### config.mk
export PLATFORM = sky130hd
export DESIGN_NAME = four_req_rr_bus_arbiter
export DESIGN_NICKNAME = d
export VERILOG_FILES = /design/src/rtl/four_req_rr_bus_arbiter.sv
export SDC_FILE = /design/constraint.sdc
export NUM_CORES = 1
export LEC_CHECK = 0
export CORE_MARGIN = 4
export CORE_UTILIZATION = 51
export DETAILED_ROUTE_END_ITERATION = 6
export GPL_ROUTABILITY_DRIVEN = 0
export GPL_TIMING_DRIVEN = 0
export PLACE_DENSITY = 0.77
export SYNTH_ARGS = -nofsm -noshare
export SYNTH_HDL_FRONTEND = slang
export SYNTH_SLANG_ARGS = --single-unit
### constraint.sdc
create_clock -name clk -period 2.35 [get_ports clk]
set_input_delay 0.47 -clock clk [delete_from_list [all_inputs] [get_ports clk]]
set_output_delay 0.47 -clock clk [all_outputs]
set_load 0.02 [all_outputs]
### src/rtl/four_req_rr_bus_arbiter.sv
//------------------------------------------------------------------------------
// Module   : four_req_rr_bus_arbiter
// Brief    : Round-robin owner arbiter for a 4-to-1 tri-state bus mux, with a
//            one-cycle dead turn between owners and a per-grant hold timeout.
// Revision : 1.0
//------------------------------------------------------------------------------
`default_nettype none

module four_req_rr_bus_arbiter #(
    parameter int MAX_HOLD = 8,
    parameter int CNT_W    = 8
) (
    input  logic       clk,
    input  logic       rst_n,
    input  logic [3:0] req,
    input  logic       done,
    output logic [1:0] S,
    output logic       E,
    output logic [3:0] gnt,
    output logic       busy,
    output logic       timeout
);

    typedef enum logic [1:0] {
        ST_IDLE  = 2'd0,
        ST_GRANT = 2'd1,
        ST_TURN  = 2'd2
    } state_t;

    state_t           r_state;
    logic [1:0]       r_last;
    logic [CNT_W-1:0] r_cnt;

    logic             w_win_valid;
    logic [1:0]       w_win;
    logic [1:0]       w_idx;
    logic             w_release;
    logic             w_expired;

    // Scan from farthest to nearest so the nearest set bit after r_last wins.
    always_comb begin
        w_win_valid = |req;
        w_win       = r_last;
        w_idx       = r_last;
        for (int k = 4; k >= 1; k--) begin
            w_idx = r_last + 2'(k);
            if (req[w_idx]) begin
                w_win = w_idx;
            end
        end
    end

    assign w_release = done | ~req[S];
    assign w_expired = (r_cnt == CNT_W'(MAX_HOLD - 1));

    always_ff @(posedge clk) begin
        if (!rst_n) begin
            r_state <= ST_IDLE;
            r_last  <= 2'd3;
            r_cnt   <= '0;
            S       <= 2'd0;
            E       <= 1'b0;
            gnt     <= 4'b0000;
            busy    <= 1'b0;
            timeout <= 1'b0;
        end else begin
            timeout <= 1'b0;
            case (r_state)
                ST_GRANT: begin
                    if (w_release || w_expired) begin
                        r_state <= ST_TURN;
                        r_last  <= S;
                        r_cnt   <= '0;
                        E       <= 1'b0;
                        gnt     <= 4'b0000;
                        busy    <= 1'b1;
                        // A release in the same cycle as expiry is not a timeout.
                        timeout <= w_expired & ~w_release;
                    end else begin
                        r_cnt <= r_cnt + 1'b1;
                    end
                end
                default: begin
                    if (w_win_valid) begin
                        r_state <= ST_GRANT;
                        r_cnt   <= '0;
                        S       <= w_win;
                        E       <= 1'b1;
                        gnt     <= 4'b0001 << w_win;
                        busy    <= 1'b1;
                    end else begin
                        r_state <= ST_IDLE;
                        E       <= 1'b0;
                        gnt     <= 4'b0000;
                        busy    <= 1'b0;
                    end
                end
            endcase
        end
    end

endmodule

`default_nettype wire

### Word level (Yosys, flattened, before mapping)

Cells that the tools add are included.

| cells by class | value |
|---|---|
| add/sub/neg operators | 4 |
| shifts and indexed selects | 1 |
| order comparisons | 4 |
| bitwise operators | 5 |
| multiplexer cells | 25 |
| equal/unequal tests | 3 |
| reductions and logical operators | 6 |

Operators by type and width:

| kind | number |
|---|---|
| 8-bit two-way mux | 3 |
| 2-bit by 3-bit < comparator with 1-bit output (second input constant) | 4 |
| 4-bit two-way mux | 3 |
| 1-bit two-way mux | 10 |
| 2-bit two-way mux | 5 |
| 8-bit by 1-bit adder with 8-bit output (second input constant) | 1 |
| 1-bit binary-select mux with 2-bit select | 4 |
| 8-bit by 3-bit == test with 1-bit output (second input constant) | 1 |
| 2-bit adder (second input constant) | 2 |
| 2-bit AND reduction | 2 |
| 4-bit OR reduction | 1 |
| 1-bit by 2-bit << shifter with 4-bit output (first input constant) | 1 |
| 1-bit inverter | 3 |
| 3-bit AND reduction | 1 |
| 2-bit by 1-bit adder with 2-bit output (second input constant) | 1 |
| 2-bit by 1-bit == test with 1-bit output (second input constant) | 1 |
| 2-bit != test (second input constant) | 1 |
| 2-bit nonzero test | 1 |
| 1-bit bitwise AND | 1 |
| 1-bit logical OR | 1 |
| 1-bit bitwise OR | 1 |

| storage, ports and cells | value |
|---|---|
| flip-flop bits (word level) | 21 |
| bits of input ports | 7 |
| output and inout port bits | 9 |

### Logic depth before layout (Yosys ltp)

Gate-level depths: netlist (run 1).

| depth | value |
|---|---|
| depth after elaboration | 9 |
| gate-level depth with buffers | 7 |

### Worst setup path after synthesis (run 1)

No wires, ideal clock.

| timing | value |
|---|---|
| path type | reg-to-reg |
| start | reg r_cnt[3] |
| end | reg gnt[3] |
| required time | 2235 ps |
| slack | 509 ps |
| cell stages (with the launch flop) | 7 |
| data arrival time | 1726 ps |
| clock period less this slack | 1841 ps |
| path through | dfxtp_1 -> or4_1 -> or3_4 -> and3_1 -> buf_6 -> o2bb2ai_1 -> and2_1 |

| on the way | value |
|---|---|
| word-level cells in the longest chain between the ends | 3 |

Ends and longest elaborated chain:

| what | line | source |
|---|---|---|
| start: declaration | 32 | `logic [CNT_W-1:0] r_cnt;` |
| start signal: assignment | 80 | `r_cnt <= r_cnt + 1'b1;` |
| 8-bit by 3-bit == test with 1-bit output | 54 | `assign w_expired = (r_cnt == CNT_W'(MAX_HOLD - 1));` |
| 1-bit logical OR | 70 | `if (w_release \|\| w_expired) begin` |
| 2-bit != test (no line) | -- |  |
| end signal: assignment | 89 | `gnt <= 4'b0001 << w_win;` |
| end: declaration | 19 | `output logic [3:0] gnt,` |

No other way between the ends.
A chain may end at the register's enable or synchronous reset.

### Final worst setup path (run 1)

| timing | value |
|---|---|
| start | reg r_cnt[3] |
| end | reg r_last[0] |

| on the way | value |
|---|---|
| word-level cells in the longest chain between the ends | 3 |

Ends and longest elaborated chain:

| what | line | source |
|---|---|---|
| 8-bit by 3-bit == test with 1-bit output | 54 |  |
| 1-bit logical OR | 70 |  |
| 2-bit AND reduction (no line) | -- |  |
| end signal: assignment | 59 | `r_last <= 2'd3;` |
| end signal: assignment | 72 | `r_last <= S;` |
| end: declaration | 31 | `logic [1:0] r_last;` |

No other way between the ends.

==> results of run 1 <==
layout by cell type (no fill, tap or decap), types with 3 or more instances in the layout:
master,n
nand2b_1,5
a21boi_0,3
clkbuf_4,3
nand2_1,17
xor2_1,3
nand3b_1,3
o21ai_0,9
nor2b_1,4
dfxtp_1,20
clkdlybuf4s50_1,15
nor2_1,10
mux2i_1,4
final timing paths:
check        startpoint   endpoint  slack (ns)  cells after the start
min              gnt[2]     gnt[2]        0.48                      2
max reg2reg    r_cnt[3]  r_last[0]        0.41                      5
max            r_cnt[3]  r_last[0]        0.41                      5
min reg2reg      gnt[2]     gnt[2]        0.48                      2
through the flow:
| stage | hold slack [ns] | cell area [µm²] | power [mW] | util, % | setup slack, ns |
|---|---|---|---|---|---|
| final | 0.4830 | 1214 | 0.8263 | 68.79 | 0.4075 |
| after global routing | 0.5088 | 1214 | 0.8661 | 68.79 | 0.2840 |
| after floorplan | 0.4689 | 979.7 | 0.4858 | - | 0.5089 |
| after CTS | 0.4873 | 1214 | 0.8330 | 68.79 | 0.3975 |
| after detailed placement | 0.4664 | 1161 | 0.5507 | 65.82 | 0.2340 |
| after global placement | 0.4566 | 1161 | 0.5472 | 65.82 | 0.2834 |
registers in the layout, summed over array words and instances, names as in the netlist:
register  count
r_cnt         8
gnt           4
S             2
r_last        2
r_state       2
busy          1
timeout       1
cell type report:
type / instances / share of cell area (%)
inverter: 2 / 0.6186
timing repair buffer: 15 / 12.37
tap: 25 / 2.577
clock inverter: 1 / 2.474
clock buffer: 3 / 1.856
buffer: 3 / 1.546
multi-input combinational: 90 / 45.57
sequential: 20 / 32.99
cell families (layout without fill, tap and decap cells):
group                      after synthesis  count (layout)
muxes                                    4               4
AOI/OAI and AO/OA                       26              26
xor gates and xnor gates                 3               3
buffers and inverters                    5              24
adders and majority gates                1               1
and+or+nand+nor                         56              56
DFF                                     20              20
worst min-delay path, delay by kind of cell (launching register included):
| family | cells | cell delay, ns |
|---|---|---|
| flip-flops | 1 | 0.33 |
| AND/OR/NAND/NOR | 1 | 0.05 |
| AO/OA/AOI/OAI | 1 | 0.07 |
layer usage:
metal / wire, µm / GRT usage (%) / up-vias
met1: 923 / 22.12 / 389
li1: - / - / 442
met3: 115 / 5.731 / 2
met2: 970 / 28.66 / 21
met4: 17 / 5.240 / 0
met5: 0 / 0 / -
where the power goes:
part | switching, mW | internal (mW) | leakage (nW) | total [mW]
Sequential | 0.0191 | 0.361 | 0.163 | 0.380
Clock | 0.111 | 0.172 | 0.0279 | 0.283
Combinational | 0.0850 | 0.0779 | 0.279 | 0.163
Total | 0.215 | 0.612 | 0.470 | 0.826
==> metrics.md, run 1 <==
| Metric | Value |
|---|---|
| Largest net degree at the start of global routing | `13` |
| Final Skew | `between 0.002 and 0.003 ns` |
| Synth-to-Final Area Change | `23.88%` |
| Root Buffer | `clkbuf_4` |
| Main combinational cell family by area after synthesis | `simple AND/OR/NAND/NOR gates` |
| CP Launch Type | `flip-flop` |
| Max_cap viols | `0` |
| TritonCTS buffer count | `3` |
| Starting Density | `~56%` |
| Initial antenna violation count | `0` |
| Most numerous cell in the Yosys netlist | `dfxtp_1` |
| Final wirelength | `2025 µm` |
| Routed wire per std cell | `~13 µm` |
| CTS-repair resized insts | `0` |
| Finished Layout Cells | `159` |
| Peak VDD IR | `about 0.00057 V` |
| Outcome | `complete, no violations` |
| Largest stage delay on the critical path | `0.51 ns` |
| # Post-CTS Setup Buffers | `0` |
| Die Area | `~2700 µm²` |
| Unique masters post-synth | `37` |
| CP Class | `flip-flop to flip-flop` |
| Synth Area in XOR/XNOR | `around 2.7%` |
| Period minus WS final | `a little under 2 ns` |
| TritonCTS clock tree | `yes` |
| Slowest stage cell, crit path | `or4_1` |
| Ys Warns | `0` |
| Normalized max-slew margin | `63.75%` |
| Die span in x | `between 50 and 60 µm` |
| Pwr dens | `around 680 nW/µm²` |
| Footprint of the multi-input gates | `approximately 550 µm²` |
| Leading area contributor after synthesis | `dfxtp_1` |
| Mux share of post-synthesis cell area | `under 10%` |
| Ys flop type | `dfxtp_1` |
| Cell Area, Synth | `slightly below 1000 µm²` |
| Post-synth net total | `between 100 and 150` |
| # diodes | `0` |
| Port buffer count | `15` |
| Area of the core | `~1800 µm²` |
| Leak Pwr | `around 0.47 nW` |
| CP endpoint kind | `flip-flop` |
| DRT iter0 DRCs | `22` |
| Routed Antenna Nets | `0` |
| DRC Markers | `0` |
| Sequential area share after synthesis | `40.87%` |
| Average size of a mapped cell | `about 8.5 µm²` |
| Period utilization | `just over 80%` |
| Clock Path Buffers | `2` |
| Storage cell area | `approximately 400 µm²` |
| Clock transition at path regs | `between 0.1 and 0.15 ns` |
| Synth Area in Adders | `under 10%` |
| Top cells by count, synth | `dfxtp_1 (20), nand2_1 (17), nor2_1 (10)` |
| Number of fill cells in the layout | `159` |
| Setup TNS | `0 ns` |
| Synth Area in Simple Gates | `between 30% and 40%` |
| Crit path max fanout | `7` |
| Least-Margin Pin Slew | `0.5438 ns` |
| F_max | `about 510 MHz` |
| Hold Crit Class | `flip-flop to flip-flop` |
| RSZ-0062 raised after global routing | `no` |
| Via density per instance | `between 5 and 6` |
| Gate Count Post-Synth | `115` |
| Die Y | `51.83 µm` |
| Remaining global-route overflow | `0` |
| Row count | `15` |
| Yosys reg bits | `20` |
| Hold_buf cts | `0` |
| Share of layout cells above drive strength 1 | `between 8 and 9%` |
| Final hold viol count | `0` |
| Final-report setup violation count | `0` |
| Sink Count | `20` |
| Post-synth EDFFs | `0` |
| CP bufs+invs | `0` |
| # IOs | `16` |
| CP delay by family, top | `simple AND/OR/NAND/NOR gates` |
| DP HPWL | `1541 µm` |
| Async S/R FF share, synth | `0%` |
| CP Cell Sequence | `or4_1 -> or3_4 -> a21oi_2 -> mux2i_1 -> nand2_1` |
| Slew Viols, Final | `0` |
| Crit path required time | `2.54 ns` |
| Crit path DAT | `~2.1 ns` |
| Final Net Count | `around 140` |
| Total GRT Usage | `between 10% and 20%` |
| H-tree depth | `1` |
| Compound-Gate Fraction of Synth Area | `17.62%` |
| First-pass GRT wire length | `3546 µm` |
| Vias in the first global route | `818` |
| Worst skew pair latency | `0.30 ns` |
| DRT Pass-1 Iters | `4` |
| Largest cells by area after synthesis | `dfxtp_1 (41%), nand2_1 (6.5%), o21ai_0 (4.6%)` |
| Post-synth top area share | `40.87%` |
| Dpl cells | `155` |
| Vias | `around 850` |
Power figures use the tool's default switching activity.
==> run 2, diff against run 1 <==
--- a/config.mk
+++ b/config.mk
@@ -6,11 +6,11 @@
 export NUM_CORES = 1
 export LEC_CHECK = 0
 export CORE_MARGIN = 4
-export CORE_UTILIZATION = 51
+export CORE_UTILIZATION = 46
 export DETAILED_ROUTE_END_ITERATION = 6
 export GPL_ROUTABILITY_DRIVEN = 0
 export GPL_TIMING_DRIVEN = 0
-export PLACE_DENSITY = 0.77
+export PLACE_DENSITY = 0.73
 export SYNTH_ARGS = -nofsm -noshare
 export SYNTH_HDL_FRONTEND = slang
 export SYNTH_SLANG_ARGS = --single-unit
==> constraint.sdc (replaced) <==
create_clock -name clk -period 1.7 [get_ports clk]
set_input_delay 0.34 -clock clk [delete_from_list [all_inputs] [get_ports clk]]
set_output_delay 0.34 -clock clk [all_outputs]
set_load 0.02 [all_outputs]
==> run 2 against run 1 <==
Critical path type unchanged. Utilization shrank 6.2 points. Register-to-register slack worse by 0.54 ns. Largest power group unchanged. The run now ends with setup timing left. Combinational power rose by 56%. Design area rose by 3.2%. Non-clock buffer count increased by 3. Cell count is 3.1% higher. Sequential power grew 38%. Wire length rose by 14%. Setup slack worse by 0.54 ns. Sequential share of layout area down 0.82 points. Flip-flop and latch count unchanged. Critical path depth did not move.
==> metrics.md, run 2 (synthesis gave the netlist of run 1 again) <==
| Metric | Value |
|---|---|
| Crit path max fanout | `5 (-2)` |
| Most common cell after layout, fill and taps aside | `dfxtp_1` |
| Max reg flops | `8 (unchanged)` |
| Design Area, Final | `1252 µm² (+3.2%)` |
| Clock Path Buffers | `2 (unchanged)` |
| Max_cap viols | `0 (unchanged)` |
| Final-report setup violation count | `17 (+17)` |
| Hold Crit Class | `flip-flop to flip-flop` |
| Crit path from | `r_cnt[3]` |
| Vias | `902 (+5.6%)` |
| DRC Markers | `0 (unchanged)` |
| RSZ-0062 raised after global routing | `yes` |
| Vias in the first global route | `900 (+10%)` |
| DRT iter0 DRCs | `16 (-27%)` |
| CP endpoint kind | `flip-flop` |
| Die Area | `2932 µm² (+9.2%)` |
| Worst skew pair latency | `0.29 ns (about the same)` |
| Hold_sp | `gnt[1]` |
| Most frequent cells in the layout | `dfxtp_1 (18), nand2_1 (16), clkdlybuf4s50_1 (13)` |
| Most flops, register | `r_cnt` |
| Largest net degree at the start of global routing | `11 (-2)` |
| Die Y | `54.15 µm (+4.5%)` |
| Synth-to-Final Area Change | `27.84%` |
| Initial antenna violation count | `0 (unchanged)` |
| Leak Pwr | `0.4892 nW (+4.1%)` |
| Share of layout cells above drive strength 1 | `16.06% (+7.8 points)` |
| Root Buffer | `clkbuf_4` |
| Violated checks | `setup timing` |
| Largest stage delay on the critical path | `0.51 ns (about the same)` |
| Via density per instance | `5.500 (+2.4%)` |
| Starting Density | `48.94% (-6.6 points)` |
| CP Cell Sequence | `or4_1 -> or3_4 -> a21oi_4 -> mux2i_1 -> nand2_1` |
| Hold_buf cts | `0 (unchanged)` |
| Finished Layout Cells | `164 (+3.1%)` |
| Clock transition at path regs | `0.11 ns (about the same)` |
| Dpl cells | `157 (+1.3%)` |
| Sink Count | `20 (unchanged)` |
| Pwr dens | `796.6 nW/µm² (+17%)` |
| Largest regs | `r_cnt (8), gnt (4)` |
| Routed wire per std cell | `14.10 µm (+11%)` |
| Crit path DAT | `2.02 ns (-0.12 ns)` |
| Period utilization | `107.9% (+25 points)` |
| Die span in x | `54.15 µm (+4.5%)` |
| # diodes | `0 (unchanged)` |
| Instance area at placement | `1170 µm² (+0.75%)` |
| CP Class | `flip-flop to flip-flop` |
| F_max | `545.4 MHz (+5.9%)` |
| DRT Pass-1 Iters | `4 (unchanged)` |
| Area of the core | `2002 µm² (+13%)` |
| First-pass GRT wire length | `3795 µm (+7.0%)` |
| Final Net Count | `147 (+2.8%)` |
| Row count | `16 (+1)` |
| Peak VDD IR | `0.0005687 V (+0.45%)` |
| Final hold viol count | `0 (unchanged)` |
| Period minus WS final | `1.834 ns (-0.1089 ns)` |
| Final Skew | `0.009152 ns (+0.006554 ns)` |
| Least-Margin Pin Slew | `0.6610 ns (+0.1172 ns)` |
| Routed Antenna Nets | `0 (unchanged)` |
| TritonCTS buffer count | `3 (unchanged)` |
| Normalized max-slew margin | `55.93% (-7.8 points)` |
| Remaining global-route overflow | `0 (unchanged)` |
| TritonCTS clock tree | `yes` |
| Final worst slack | `-0.1336 ns (-0.5411 ns)` |
| Outcome | `finished with violations` |
| Slew Viols, Final | `0 (unchanged)` |
| Slowest stage cell, crit path | `or4_1` |
| # IOs | `16 (unchanged)` |
| DP HPWL | `1585 µm (+2.9%)` |
| Final wirelength | `2312 µm (+14%)` |
| Worst R2R Start | `r_cnt[3]` |
| CP Launch Type | `flip-flop` |
| H-tree depth | `1 (unchanged)` |
| Total power | `997.7 µW (+21%)` |
| Total GRT Usage | `17.87% (+0.19 points)` |
| Port buffer count | `15 (unchanged)` |
| Crit path required time | `1.89 ns (-0.65 ns)` |
## run 2: cell types whose count changed in the layout (fill, tap and decap cells not counted), moves of 2 or more
cell	delta
o21ai_1	+3
clkdlybuf4s50_1	-2
dfxtp_1	-2
dlygate4sd2_1	+2
o21ai_0	-3
buf_4	+3
dfxtp_2	+2
## run 2: power breakdown
group / switching [mW] / internal (mW) / total, mW
Clock: 0.135 / 0.0824 / 0.217
Combinational: 0.135 / 0.119 / 0.254
Sequential: 0.0270 / 0.499 / 0.526
Total: 0.297 / 0.701 / 0.998
## run 2: worst max-delay path: cells and delay by family, from the launching register on
| family | cells | cell delay (ns) |
|---|---|---|
| and+or+nand+nor | 3 | 0.95 |
| DFF | 1 | 0.33 |
| AOI/OAI and AO/OA | 1 | 0.25 |
| muxes | 1 | 0.21 |
## run 2: worst paths after layout
check | end | slack, ns | depth (start not counted)
setup reg to reg | r_last[0] | -0.13 | 5
hold / removal | gnt[1] | 0.46 | 2
hold reg to reg | gnt[1] | 0.46 | 2
setup / recovery | r_last[0] | -0.13 | 5
## run 2: stage by stage
| stage | setup WS [ns] | hold slack, ns | util [%] | setup TNS (ns) |
|---|---|---|---|---|
| after floorplan | -0.1300 | 0.4689 | - | -0.5782 |
| after global placement | -0.2512 | 0.4547 | 58.44 | -3.279 |
| after detailed placement | -0.3031 | 0.4613 | 58.44 | -4.058 |
| after CTS | -0.1515 | 0.4637 | 61.50 | -1.667 |
| after global routing | -0.2078 | 0.4864 | 62.56 | -2.532 |
| final | -0.1336 | 0.4610 | 62.56 | -1.362 |
## run 2: final cells by class
type                    count  area (µm²)
clock buffers               3       22.52
inverters                   2       7.507
well taps                  27       33.78
repair buffers             19       181.4
multi-input cells          91       596.8
plain buffers               2       7.507
fillers                   175       749.5
flip-flops and latches     20       402.9
## run 2: routing by layer
layer | GRT usage, % | wire [µm] | vias to the layer above
li1 | - | - | 451
met1 | 20.54 | 1054 | 427
met2 | 30.88 | 1145 | 20
met3 | 3.047 | 86 | 4
met4 | 9.959 | 25 | 0
met5 | 0 | 0 | -
## run 2: repair_timing
| item | in CTS | in global routing |
|---|---|---|
| cloned | 1 | 0 |
| pin swaps | 6 | 4 |
| resized for setup | 6 | 5 |
| endpoints found under the setup margin | 19 | 18 |
| buffers inserted | 4 | 0 |
==> run 3, diff against run 2 <==
--- a/config.mk
+++ b/config.mk
@@ -5,12 +5,14 @@
 export SDC_FILE = /design/constraint.sdc
 export NUM_CORES = 1
 export LEC_CHECK = 0
+export CAP_MARGIN = 20
 export CORE_MARGIN = 4
-export CORE_UTILIZATION = 46
+export CORE_UTILIZATION = 49
+export CTS_BUF_LIST = sky130_fd_sc_hd__clkbuf_2
 export DETAILED_ROUTE_END_ITERATION = 6
 export GPL_ROUTABILITY_DRIVEN = 0
 export GPL_TIMING_DRIVEN = 0
-export PLACE_DENSITY = 0.73
+export PLACE_DENSITY = 0.77
 export SYNTH_ARGS = -nofsm -noshare
 export SYNTH_HDL_FRONTEND = slang
 export SYNTH_SLANG_ARGS = --single-unit
==> run 3 against run 2 <==
The flow still finishes with violations (setup timing). Power is 2.8% lower. Setup slack got worse by 0.034 ns. Critical endpoint unchanged. Non-clock buffer count fell by 2. Critical path depth unchanged. Critical path type unchanged. Clock-buffer cell count stayed put.
==> metrics.md, run 3 (synthesis gave the netlist of run 1 again) <==
| Metric | Value |
|---|---|
| RR Endpoint | `r_last[0]` |
| Routed wire per std cell | `13.09 µm (-7.1%)` |
| Total power | `969.4 µW (-2.8%)` |
| Reg2reg setup slack | `-0.17 ns (-0.03 ns)` |
| R2r worst-path depth | `5 (unchanged)` |
| Vias | `883 (-2.1%)` |
| Die span in x | `52.72 µm (-2.7%)` |
| RSZ-0062 raised after global routing | `yes` |
| Post-place setup slack | `-0.3095 ns (-0.006360 ns)` |
| Final worst slack | `-0.1671 ns (-0.03352 ns)` |
| Final Net Count | `145 (-1.4%)` |
| DP HPWL | `1537 µm (-3.0%)` |
| Initial antenna violation count | `0 (unchanged)` |
| Crit path max fanout | `5 (unchanged)` |
| Most flops, register | `r_cnt` |
| Pint | `664.7 µW (-5.2%)` |
| Finished Layout Cells | `161 (-1.8%)` |
| Routed Antenna Nets | `0 (unchanged)` |
| CP Class | `flip-flop to flip-flop` |
| Crit path DAT | `2.08 ns (+0.06 ns)` |
| CP Launch Type | `flip-flop` |
| Synth-to-Final Area Change | `26.95%` |
| Sequential Power Share | `54.4% (+1.6 points)` |
| Dpl cells | `155 (-1.3%)` |
| Hold_sp | `gnt[2]` |
| DRT Pass-1 Iters | `4 (unchanged)` |
| Clock transition at path regs | `0.19 ns (+0.08 ns)` |
| TritonCTS clock tree | `yes` |
| Leak Pwr | `0.5431 nW (+11%)` |
| Period utilization | `109.8% (+2.0 points)` |
| Port buffer count | `15 (unchanged)` |
| Largest regs | `r_cnt (8), gnt (4)` |
| Remaining global-route overflow | `0 (unchanged)` |
| Row count | `15 (-1)` |
| DRC Markers | `0 (unchanged)` |
| Die Y | `52.72 µm (-2.7%)` |
| Pwr dens | `779.5 nW/µm² (-2.1%)` |
| Number of fill cells in the layout | `164 (-6.3%)` |
| Max reg flops | `8 (unchanged)` |
| Total GRT Usage | `17.97% (+0.097 points)` |
| Met3 WL post-DR | `119 µm (+38%)` |
| H-tree depth | `1 (unchanged)` |
| Crit path required time | `1.92 ns (+0.03 ns)` |
| Die Area | `2779 µm² (-5.2%)` |
| Worst R2R Start | `r_cnt[3]` |
| CP endpoint kind | `flip-flop` |
| Most frequent cells in the layout | `dfxtp_1 (18), nand2_1 (16), nor2_1 (10)` |
| Root Buffer | `clkbuf_2` |
| Hold EP | `gnt[2]` |
| Clk network pwr share | `20.4% (-1.3 points)` |
| Peak VDD IR | `0.0004711 V (-17%)` |
| Outcome | `finished with violations` |
| Via density per instance | `5.484 (-0.28%)` |
| TritonCTS buffer count | `3 (unchanged)` |
| Violated checks | `setup timing` |
| DRT iter0 DRCs | `27 (+11)` |
| Final hold viol count | `0 (unchanged)` |
| Wl on met1 | `1062 µm (+0.76%)` |
| Final-report setup violation count | `16 (-1)` |
| Starting Density | `54.38% (+5.4 points)` |
| Met2 wire length | `896 µm (-22%)` |
| Final wirelength | `2108 µm (-8.8%)` |
| # IOs | `16 (unchanged)` |
| Final Skew | `0.005264 ns (-0.003889 ns)` |
| # diodes | `0 (unchanged)` |
| Slew Viols, Final | `0 (unchanged)` |
| Hold Crit Depth | `2 (unchanged)` |
| Sink Count | `20 (unchanged)` |
| First-pass GRT wire length | `3684 µm (-2.9%)` |
| Period minus WS final | `1.867 ns (+0.03352 ns)` |
| Hold_buf cts | `0 (unchanged)` |
| Switching Fraction | `31.43% (+1.7 points)` |
| Vias in the first global route | `831 (-7.7%)` |
| Most common cell after layout, fill and taps aside | `dfxtp_1` |
| Largest net degree at the start of global routing | `12 (+1)` |
| Least-Margin Pin Slew | `0.4306 ns (-0.2304 ns)` |
| Share of layout cells above drive strength 1 | `14.71% (-1.4 points)` |
| Clock Path Buffers | `2 (unchanged)` |
| Worst skew pair latency | `0.31 ns (+0.02 ns)` |
| Normalized max-slew margin | `71.29% (+15 points)` |
| Hold Crit Class | `flip-flop to flip-flop` |
| Area of the core | `1802 µm² (-10%)` |
| Psw | `304.7 µW (+2.7%)` |
| Share of total power in combinational logic | `25.1% (-0.4 points)` |
| Max_cap viols | `0 (unchanged)` |
| F_max | `535.6 MHz (-1.8%)` |
| Max layer used | `met4` |
[run 3: cell types whose count changed in the layout (fill, tap and decap cells not counted), sizes merged]
cell,previous run,this run
clkinv,0,1
dlymetal6s2s,0,4
clkdlybuf4s50,13,9
buf,4,2
[run 3: worst max-delay path: stages, from the launching register on]
cell and delay, ns:
dfxtp_2 0.36, or4_1 0.51, or3_4 0.38, a21oi_4 0.24, mux2i_1 0.22, nand2_1 0.06
[run 3: stage by stage]
step                hold slack, ns  area, µm²  setup TNS [ns]  utilization, %
floorplan                   0.4689      985.9         -0.5782               -
global placement            0.4595       1167          -3.500           64.79
detailed placement          0.4715       1167          -4.008           64.79
CTS                         0.5004       1215          -1.792           67.43
global route                0.5189       1244          -2.513           69.03
finish                      0.4912       1244          -1.324           69.03
[run 3: worst max-delay path by stage]
| stage | start | to | slack (ns) | cells after the start |
|---|---|---|---|---|
| 6_report | r_cnt[3] | r_last[0] | -0.17 | 5 |
| 5_1_grt | r_cnt[3] | r_last[0] | -0.28 | 5 |
| 4_1_cts | r_cnt[3] | gnt[3] | -0.18 | 5 |
| 3_5_place_dp | req[3] | gnt[3] | -0.31 | 6 |
| 3_3_place_gp | req[1] | r_cnt[7] | -0.27 | 6 |
| 2_1_floorplan | r_cnt[3] | gnt[3] | -0.13 | 6 |
[run 3: area by class of cell]
type | instances | area, µm² | area share [%]
multi-input cells | 91 | 599.3 | 48.19
flip-flops and latches | 20 | 402.9 | 32.39
repair buffers | 17 | 176.4 | 14.19
well taps | 25 | 31.28 | 2.515
clock buffers | 3 | 15.01 | 1.207
plain buffers | 2 | 7.507 | 0.6036
inverters | 2 | 7.507 | 0.6036
clock inverters | 1 | 3.754 | 0.3018
[run 3: layer usage]
| layer | vias to the layer above | GRT usage (%) |
|---|---|---|
| li1 | 448 | - |
| met2 | 27 | 27.27 |
| met5 | - | 0 |
| met1 | 404 | 24.14 |
| met4 | 0 | 7.660 |
| met3 | 4 | 3.989 |
[run 3: what timing repair did]
item	4_1_cts	5_1_grt
setup buffers	2	0
gates resized for setup	6	8
pin swaps	5	4
cloned	1	0
setup endpoints to repair	19	22
[run 3: power by group through the flow]
stage               logic (mW)  clock network, mW  registers, mW
global placement         0.224                  0          0.535
finish                   0.243              0.198          0.528
detailed placement       0.227                  0          0.536
floorplan                0.117                  0          0.557
global route             0.267              0.225          0.534
CTS                      0.239              0.204          0.527
==> variant (flow settings as in run 2) <==
Re-encode `state_t` (3 states) as one-hot, 3 bits wide.
--- a/src/rtl/four_req_rr_bus_arbiter.sv
+++ b/src/rtl/four_req_rr_bus_arbiter.sv
@@ -22,8 +22,8 @@
 );
 
-    typedef enum logic [1:0] {
-        ST_IDLE  = 2'd0,
-        ST_GRANT = 2'd1,
-        ST_TURN  = 2'd2
+    typedef enum logic [2:0] {
+        ST_IDLE  = 3'b001,
+        ST_GRANT = 3'b010,
+        ST_TURN  = 3'b100
     } state_t;
 
Formal check against the unedited RTL: no difference found for any inputs over 10 cycles, from zero or initial values and one cycle with rst_n low; not proved beyond that.
==> variant against run 2 <==
Clock skew grew 1.5 ps. Total power grew 2.7%. Largest power group unchanged. Global-route usage shrank 1.0 points. Highest routed layer unchanged. Die area grew 3.5%. Area after synthesis grew 4.1%. Final area grew 8.9%. Wire length grew 5.0%. Core utilization grew 4.2 points. Sequential cell count grew 1. Worst setup slack gained 210 ps.
==> variant: results (changes against run 2) <==
{| class="wikitable"
! Metric !! Value
|-
| Via count of the first global-routing pass || 840 (-6.7%)
|-
| Fraction of standard cell area that is sequential || 31.1% (-1.1 points)
|-
| Transition time at the pin with the least slew margin || 577 ps (-83.6 ps)
|-
| Clock latency at the later pin of the worst-skew pair || 320 ps (+30 ps)
|-
| Share of post-route cells with drive strength above 1 || 19.2% (+3.1 points)
|-
| Largest net degree at the start of global routing || 14 (+3)
|-
| Final std cells w/o fill || 173 (+5.5%)
|-
| Syn nets || 129 (+4.9%)
|-
| Clk_skew || 10.7 ps (+1.53 ps)
|-
| Worst r2r dst || r_cnt[6]$_SDFFE_PN0N_
|-
| Biggest area contributors in the synthesized netlist || dfxtp_1 41%, nor2_1 5.2%, mux2i_1 3.9%
|-
| Clock-pin slew of the registers on the worst-case setup and hold paths || 130 ps (+20 ps)
|-
| Peak VDD IR || 0.629 mV (+11%)
|-
| Total GRT Usage || 16.9% (-1.0 points)
|-
| Count of routing violations after the opening detailed-route iteration || 33 (+17)
|-
| Depth of the worst register-to-register path || 6 (+1)
|-
| Post-detailed-placement cell area || 1190 um^2 (+2.1%)
|-
| Buffers outside the clock class || 23 (+9.5%)
|-
| Routed via count || 1012 (+12%)
|-
| Half-perimeter wire length after placement || 1.56 mm (-1.6%)
|-
| Multi-input logic cell count || 88 (-3.3%)
|-
| Type of the most critical hold path || in2reg
|-
| Average wire length per cell after detail routing || 14.0 um (-0.49%)
|-
| Leakage power || 0.508 nW (+3.7%)
|-
| Status || completed
|-
| Clock Network Area Fraction || 2.20% (+0.40 points)
|-
| Non-clock inverter instance count of the final layout || 10 (+8)
|-
| Clock period minus final worst setup slack || 1630 ps (-208 ps)
|-
| Flop and latch count out of synthesis || 21 (+5.0%)
|-
| Number of input and output port buffers inserted || 14 (-1)
|-
| Multi-input gate share of the layout cell area || 45.9% (-1.8 points)
|-
| FILL cells || 185 (+5.7%)
|-
| Top cell types by occurrence after synthesis || 21 x dfxtp_1, 14 x nor2_1, 10 x inv_1
|-
| Global-route wire length before repair || 3.70 mm (-2.6%)
|-
| Register-to-register setup slack || 70 ps (+210 ps)
|-
| Area Growth Syn to Fin || 33.7%
|-
| Non-clock buffer area fraction after layout || 15.6% (+0.51 points)
|}
==> variant: logic make-up after synthesis <==
family          share of synthesized area (%)
compound gates                           21.8
buf+inv                                  5.15
flops                                    41.2
simple gates                             24.9
fa+ha+maj                                1.23
xor+xnor                                 1.72
mux                                      3.93
==> variant: timing repair <==
| item | CTS | global route |
|---|---|---|
| pin swaps | 2 | 4 |
| endpoints found under the hold margin | 0 | 0 |
| buffers inserted | 5 | 2 |
| endpoints found under the setup margin | 17 | 17 |
| gates resized for setup | 9 | 12 |
==> variant: metal layers <==
metal | share of wire, % | GRT usage [%] | vias up
li1 | - | - | 493
met1 | 44 | 22.5 | 478
met2 | 48 | 27.6 | 33
met3 | 6.1 | 4.02 | 8
met4 | 1.5 | 3.64 | 0
met5 | 0 | 0 | -
==> variant: critical path, stage by stage (launching register included) <==
cell     delay (ps)
dfxtp_2         350
or3b_4          380
buf_6           140
buf_4           130
and3_2          240
a31oi_2         210
nor2_1           80
